### src/rtl/demux_serializer.sv
// ============================================================================
// Module      : demux_serializer
// Description : Routes each wide input word to one of three channels and
//               serializes it MSB-first, one SYS_DWIDTH byte per clock.
//               Optional macro DEMUX_BACK_TO_BACK_EN removes the idle cycle
//               between consecutive words.
// Revision    : 1.0 - initial release
// ============================================================================
`default_nettype none

module demux_serializer #(
    parameter int MST_DWIDTH = 32,
    parameter int SYS_DWIDTH = 8
) (
    input  logic                  clk,
    input  logic                  rst_n,
    input  logic [1:0]            select,
    input  logic [MST_DWIDTH-1:0] data_i,
    input  logic                  valid_i,
    output logic                  ready_o,
    output logic [SYS_DWIDTH-1:0] data0_o,
    output logic [SYS_DWIDTH-1:0] data1_o,
    output logic [SYS_DWIDTH-1:0] data2_o,
    output logic                  valid0_o,
    output logic                  valid1_o,
    output logic                  valid2_o,
    output logic                  err_o
);

    localparam int N  = MST_DWIDTH / SYS_DWIDTH;
    localparam int CW = (N > 1) ? $clog2(N) : 1;
    localparam logic [CW-1:0] c_last = CW'(N - 1);
    localparam logic [CW-1:0] c_one  = CW'(1);
    localparam logic [1:0]    c_sel_invalid = 2'b11;

    typedef enum logic [0:0] {
        IDLE  = 1'b0,
        SHIFT = 1'b1
    } state_t;

    state_t                  r_state;
    logic [CW-1:0]           r_cnt;
    logic [MST_DWIDTH-1:0]   r_word;
    logic [1:0]              r_sel;
    logic [SYS_DWIDTH-1:0]   w_byte;
    logic                    w_load_ok;

    assign w_byte = r_word[MST_DWIDTH-1 -: SYS_DWIDTH];

`ifdef DEMUX_BACK_TO_BACK_EN
    assign ready_o = (r_state == IDLE) || ((r_state == SHIFT) && (r_cnt == c_last));
`else
    assign ready_o = (r_state == IDLE);
`endif

    assign w_load_ok = valid_i && ready_o;

    always_ff @(posedge clk) begin
        if (!rst_n) begin
            r_state  <= IDLE;
            r_cnt    <= '0;
            r_word   <= '0;
            r_sel    <= 2'b00;
            data0_o  <= '0;
            data1_o  <= '0;
            data2_o  <= '0;
            valid0_o <= 1'b0;
            valid1_o <= 1'b0;
            valid2_o <= 1'b0;
            err_o    <= 1'b0;
        end else begin
            // Outputs are zero unless a byte is emitted on this edge
            data0_o  <= '0;
            data1_o  <= '0;
            data2_o  <= '0;
            valid0_o <= 1'b0;
            valid1_o <= 1'b0;
            valid2_o <= 1'b0;
            err_o    <= 1'b0;

            if (r_state == SHIFT) begin
                case (r_sel)
                    2'b00:   begin data0_o <= w_byte; valid0_o <= 1'b1; end
                    2'b01:   begin data1_o <= w_byte; valid1_o <= 1'b1; end
                    2'b10:   begin data2_o <= w_byte; valid2_o <= 1'b1; end
                    default: ;
                endcase
                r_word <= r_word << SYS_DWIDTH;
                if (r_cnt == c_last) begin
                    r_state <= IDLE;
                    r_cnt   <= '0;
                end else begin
                    r_cnt <= r_cnt + c_one;
                end
            end

            // A word loaded here overrides the shift/return-to-idle above
            if (w_load_ok) begin
                if (select == c_sel_invalid) begin
                    err_o   <= 1'b1;
                    r_state <= IDLE;
                end else begin
                    r_word  <= data_i;
                    r_sel   <= select;
                    r_cnt   <= '0;
                    r_state <= SHIFT;
                end
            end
        end
    end

endmodule

`default_nettype wire
### config.mk
export PLATFORM = sky130hd
export DESIGN_NAME = demux_serializer
export DESIGN_NICKNAME = d
export VERILOG_FILES = /design/src/rtl/demux_serializer.sv
export SDC_FILE = /design/constraint.sdc
export NUM_CORES = 1
export LEC_CHECK = 0
export CORE_MARGIN = 5
export CORE_UTILIZATION = 48
export CTS_BUF_LIST = sky130_fd_sc_hd__clkbuf_8
export DETAILED_ROUTE_END_ITERATION = 10
export PLACE_DENSITY = 0.78
export SLEW_MARGIN = 20
export SYNTH_ARGS = -nofsm -noshare
export SYNTH_HDL_FRONTEND = slang
export SYNTH_SLANG_ARGS = --single-unit
export TNS_END_PERCENT = 5
### constraint.sdc
create_clock -name clk -period 1.4 [get_ports clk]
set_input_delay 0.14 -clock clk [delete_from_list [all_inputs] [get_ports clk]]
set_output_delay 0.14 -clock clk [all_outputs]
set_load 0.05 [all_outputs]
Word level (Yosys, flattened, before mapping)
Index checks and enable logic that the tools add are counted.
{"block": "word_totals", "reg_bits": 65, "in_bits": 37, "output_inout_bits": 29, "elab_cells": 41}
{"block": "classes", "addsub": 1, "eq_ne": 4, "n_mux": 15, "n_bitwise": 2, "reduce_logical": 8}
{"op": "2-to-1 mux 32 bit", "count": 3}
{"op": "AND reduction 3 bit", "count": 3}
{"op": "2-to-1 mux 1 bit", "count": 8}
{"op": "2-to-1 mux 2 bit", "count": 4}
{"op": "== test 2 bit, second input constant", "count": 3}
{"op": "AND reduction 2 bit", "count": 3}
{"op": "adder 2 x 1 -> 2 bit, second input constant", "count": 1}
{"op": "== test 2 x 1 -> 1 bit, second input constant", "count": 1}
{"op": "logical NOT 2 bit", "count": 1}
{"op": "inverter 1 bit", "count": 2}
{"op": "logical AND 1 bit", "count": 1}

Longest topological paths before layout
{"block": "depth", "depth_word": 5, "mapped_depth": 4, "ltp_nobuf": 3}

Worst setup path after synthesis
No wires, ideal clock.
{"block": "synth_timing", "kind": "flip-flop to output port", "startpoint": "reg r_state", "endpoint": "out ready_o", "t_arrival_ps": 980, "t_required_ps": 1260, "slack_ps": 280, "stages_incl_launch_ff": 4, "n_path_buf": 2, "path_cell_list": "dfxtp_1 > buf_4 > buf_4 > inv_1"}
{"block": "synth_via", "elab_chain_cells": 1}
{"element": "from (decl)", "line_no": "41", "source": "state_t r_state;"}
{"element": "from (signal assigned)", "line_no": "60", "source": "r_state <= IDLE;"}
{"element": "from (signal assigned)", "line_no": "90", "source": "r_state <= IDLE;"}
{"element": "from (signal assigned)", "line_no": "101", "source": "r_state <= IDLE;"}
{"element": "inverter 1 bit", "line_no": "53", "source": "assign ready_o = (r_state == IDLE);"}
{"element": "to (decl)", "line_no": "20", "source": "output logic ready_o,"}
No other way between the ends.

Worst setup path after layout
{"block": "layout_timing", "startpoint": "reg r_state", "endpoint": "reg data1_o[0]"}
{"block": "layout_via", "elab_chain_cells": 1}
{"element": "AND reduction 3 bit (no line)"}
{"element": "to (signal assigned)", "line_no": "65", "source": "data1_o <= '0;"}
{"element": "to (signal assigned)", "line_no": "74", "source": "data1_o <= '0;"}
{"element": "to (signal assigned)", "line_no": "84", "source": "2'b01: begin data1_o <= w_byte; valid1_o <= 1'b1; end"}
{"element": "to (decl)", "line_no": "22", "source": "output logic [SYS_DWIDTH-1:0] data1_o,"}
No other way between the ends.
A chain may end at the register's enable or synchronous reset.

==> flow_summary.json <==
{
  "start_util": 0.5017,
  "p_leak_nw": 1.273,
  "drt_wl_total_um": 4321,
  "cp.required_ps": 1670,
  "cp_top_family": "simple AND/OR/NAND/NOR gates",
  "regArea_um2": 1303,
  "cts_sinks": 65,
  "n_antenna_cell": 0,
  "slew_viol_final": 0,
  "portBuffers": 65,
  "setup.worst_path.end_class": "flop",
  "setup_tns_ps": 0,
  "finalInstanceArea_um2": 3168,
  "fp-row-count": 24,
  "gp_congestion": 0.7068,
  "cp_data_arrival_time_ps": 1520,
  "cts_root_buffer": "clkbuf_8",
  "drtIter0Drc": 37,
  "fmax_mhz": 801.8,
  "vias_per_cell": 4.920,
  "ys_seq_area_frac": 0.5876,
  "grt_overflow": 0,
  "worst_ir_drop_vdd_uv": 758.0,
  "drv_cap": 0,
  "die_w_um": 77.93,
  "path_class": "flop to flop",
  "utilization": 0.7177,
  "critPathSlowestCell": "dfxtp_2",
  "finalHoldViolations": 0,
  "crit_fanout": 9,
  "design.die.area_um2": 6072,
  "grt_pass1_wl_um": 7210,
  "critPathLaunchType": "flop",
  "drc": 0,
  "fin_crit_ps": 1247,
  "final_net_count": 293,
  "holdBufCountCts": 0,
  "fin_hold_ws_ps": 366.1,
  "place_hpwl_um": 3243,
  "finalCritPeriodShare": 0.8909,
  "cpPeakStageDelay_ps": 440,
  "syn_area_per_cell_um2": 12.58,
  "cts_buffer_depth": 2,
  "postRouteAntennaNets": 0,
  "core_um2": 4414,
  "synth_cells": 176,
  "multi_input_area_um2": 845.8,
  "ys_types": 20,
  "vias": 1535,
  "clkTransAtPathRegs_ps": 70,
  "synth_seq_cells": 65,
  "grt_pass1_vias": 1549,
  "placed_area_um2": 2939,
  "setup_viol": 0,
  "reg2reg_slack_ps": 150,
  "grt_max_degree": 32,
  "cts_resized": 0,
  "drt_first_pass_iters": 4,
  "area_delta_synth_final_pct": 43.05,
  "io_pins": 66,
  "fin_worst_skew_ps": 6.313,
  "cts_max_level": 3,
  "synth_fp_nets": 214,
  "path_cells": "nand2_1, nor3_4, and2_1",
  "postCtsSetupBuffers": 0,
  "cts_tree": "done",
  "min_path_type": "primary input to flop",
  "rsz0062_at_grt": "false",
  "yosys_warnings": 0,
  "numCtsBuffers": 9,
  "max-slew-margin-rel": 0.7856,
  "p_per_area_nw_per_um2": 1339,
  "worst_slew_pin_slew_ps": 320.8,
  "drive_above_1_share": 0.2462,
  "crit_buf_inv": 0,
  "status": "finished, final reports clean",
  "antenna_found_initial": 0,
  "synth_area_um2": 2215,
  "wire_per_inst_um": 13.85,
  "die_h_um": 77.93,
  "grtUsageTotal": 0.1509,
  "final.fill_count": 313,
  "clock_latency_ps": 330
}
==> synthesized netlist by cell type <==
cell type  instances  share of area
dfxtp_1           65           0.59
o2bb2ai_1         26           0.10
mux2i_1           25           0.11
and2_1            24          0.068
a22o_1             8          0.032
buf_4              5          0.017
inv_1              4         0.0068
buf_2              3         0.0068
nor3_4             3          0.022
nand2_1            2         0.0034
nor2_1             2         0.0034
a21bo_2            1         0.0045
a21oi_1            1         0.0023
ha_1               1         0.0056
nand2b_2           1         0.0040
nor2_4             1         0.0051
nor3_1             1         0.0023
o21ai_4            1         0.0073
o22ai_1            1         0.0028
xnor2_1            1         0.0040
==> worst reg2reg max path, cell delays in order, from the launching register on <==
cell,delay [ps]
dfxtp_2,440
nand2_1,240
nor3_4,330
and2_1,180
==> final timing paths <==
kind	from	end	depth (start not counted)
max	r_state	data1_o[0]	3
min	data_i[14]	r_word[14]	2
max reg2reg	r_state	data1_o[0]	3
min reg2reg	r_word[3]	r_word[3]	1
==> per-stage QoR <==
stage | setup WS [ps] | cells | power [mW]
after floorplan | 280.1 | 176 | 2.295
after global placement | -39.95 | 296 | 2.509
after detailed placement | -66.11 | 296 | 2.517
after CTS | 121.7 | 312 | 4.281
after global routing | 4.562 | 312 | 4.410
final | 152.8 | 312 | 4.241
==> power by group <==
group	switching [mW]	leakage, nW	internal, mW
combinational	0.210	0.629	0.262
sequential	0.0632	0.529	1.94
clock	0.676	0.115	1.09
==> layout make-up <==
type                       count  area share
clock buffer                  11     0.04779
inverter                       4    0.004739
tap                           52     0.02054
timing repair buffer          76      0.2243
sequential                    65      0.4111
multi-input combinational     99      0.2670
clock inverter                 5     0.02449
==> registers in the layout (all words and copies together) (netlist names) <==
register	flops
data0_o	8
r_sel	2
valid2_o	1
r_word	32
data2_o	8
err_o	1
data1_o	8
valid0_o	1
r_cnt	2
valid1_o	1
r_state	1
==> cells in the final DEF (no fill, tap or decap), drive strengths merged <==
cell type / instances
buf: 40
o2bb2ai: 26
bufinv: 2
a21bo: 1
xnor2: 1
ha: 1
a21oi: 1
inv: 4
nor3: 4
dfxtp: 65
nand2b: 1
o22ai: 1
clkdlybuf4s50: 36
a22o: 8
clkinvlp: 1
nand2: 2
nor2: 3
clkbuf: 11
mux2i: 25
and2: 24
clkinv: 2
o21ai: 1
==> cell families after synthesis <==
group | count (synthesis) | share of synthesized area
flops | 65 | 0.5876
simple gates | 34 | 0.1079
xor+xnor | 1 | 0.003956
compound gates | 38 | 0.1514
fa+ha+maj | 1 | 0.005649
mux | 25 | 0.1130
buf+inv | 12 | 0.03051
==> layer usage <==
| layer | routed length [um] | GRT usage |
|---|---|---|
| met4 | 107 | 0.08615 |
| met1 | 2017 | 0.1825 |
| met2 | 1838 | 0.2287 |
| met3 | 357 | 0.05787 |
| met5 | 0 | 0 |
No activity file was read; power rests on OpenSTA's default activity.
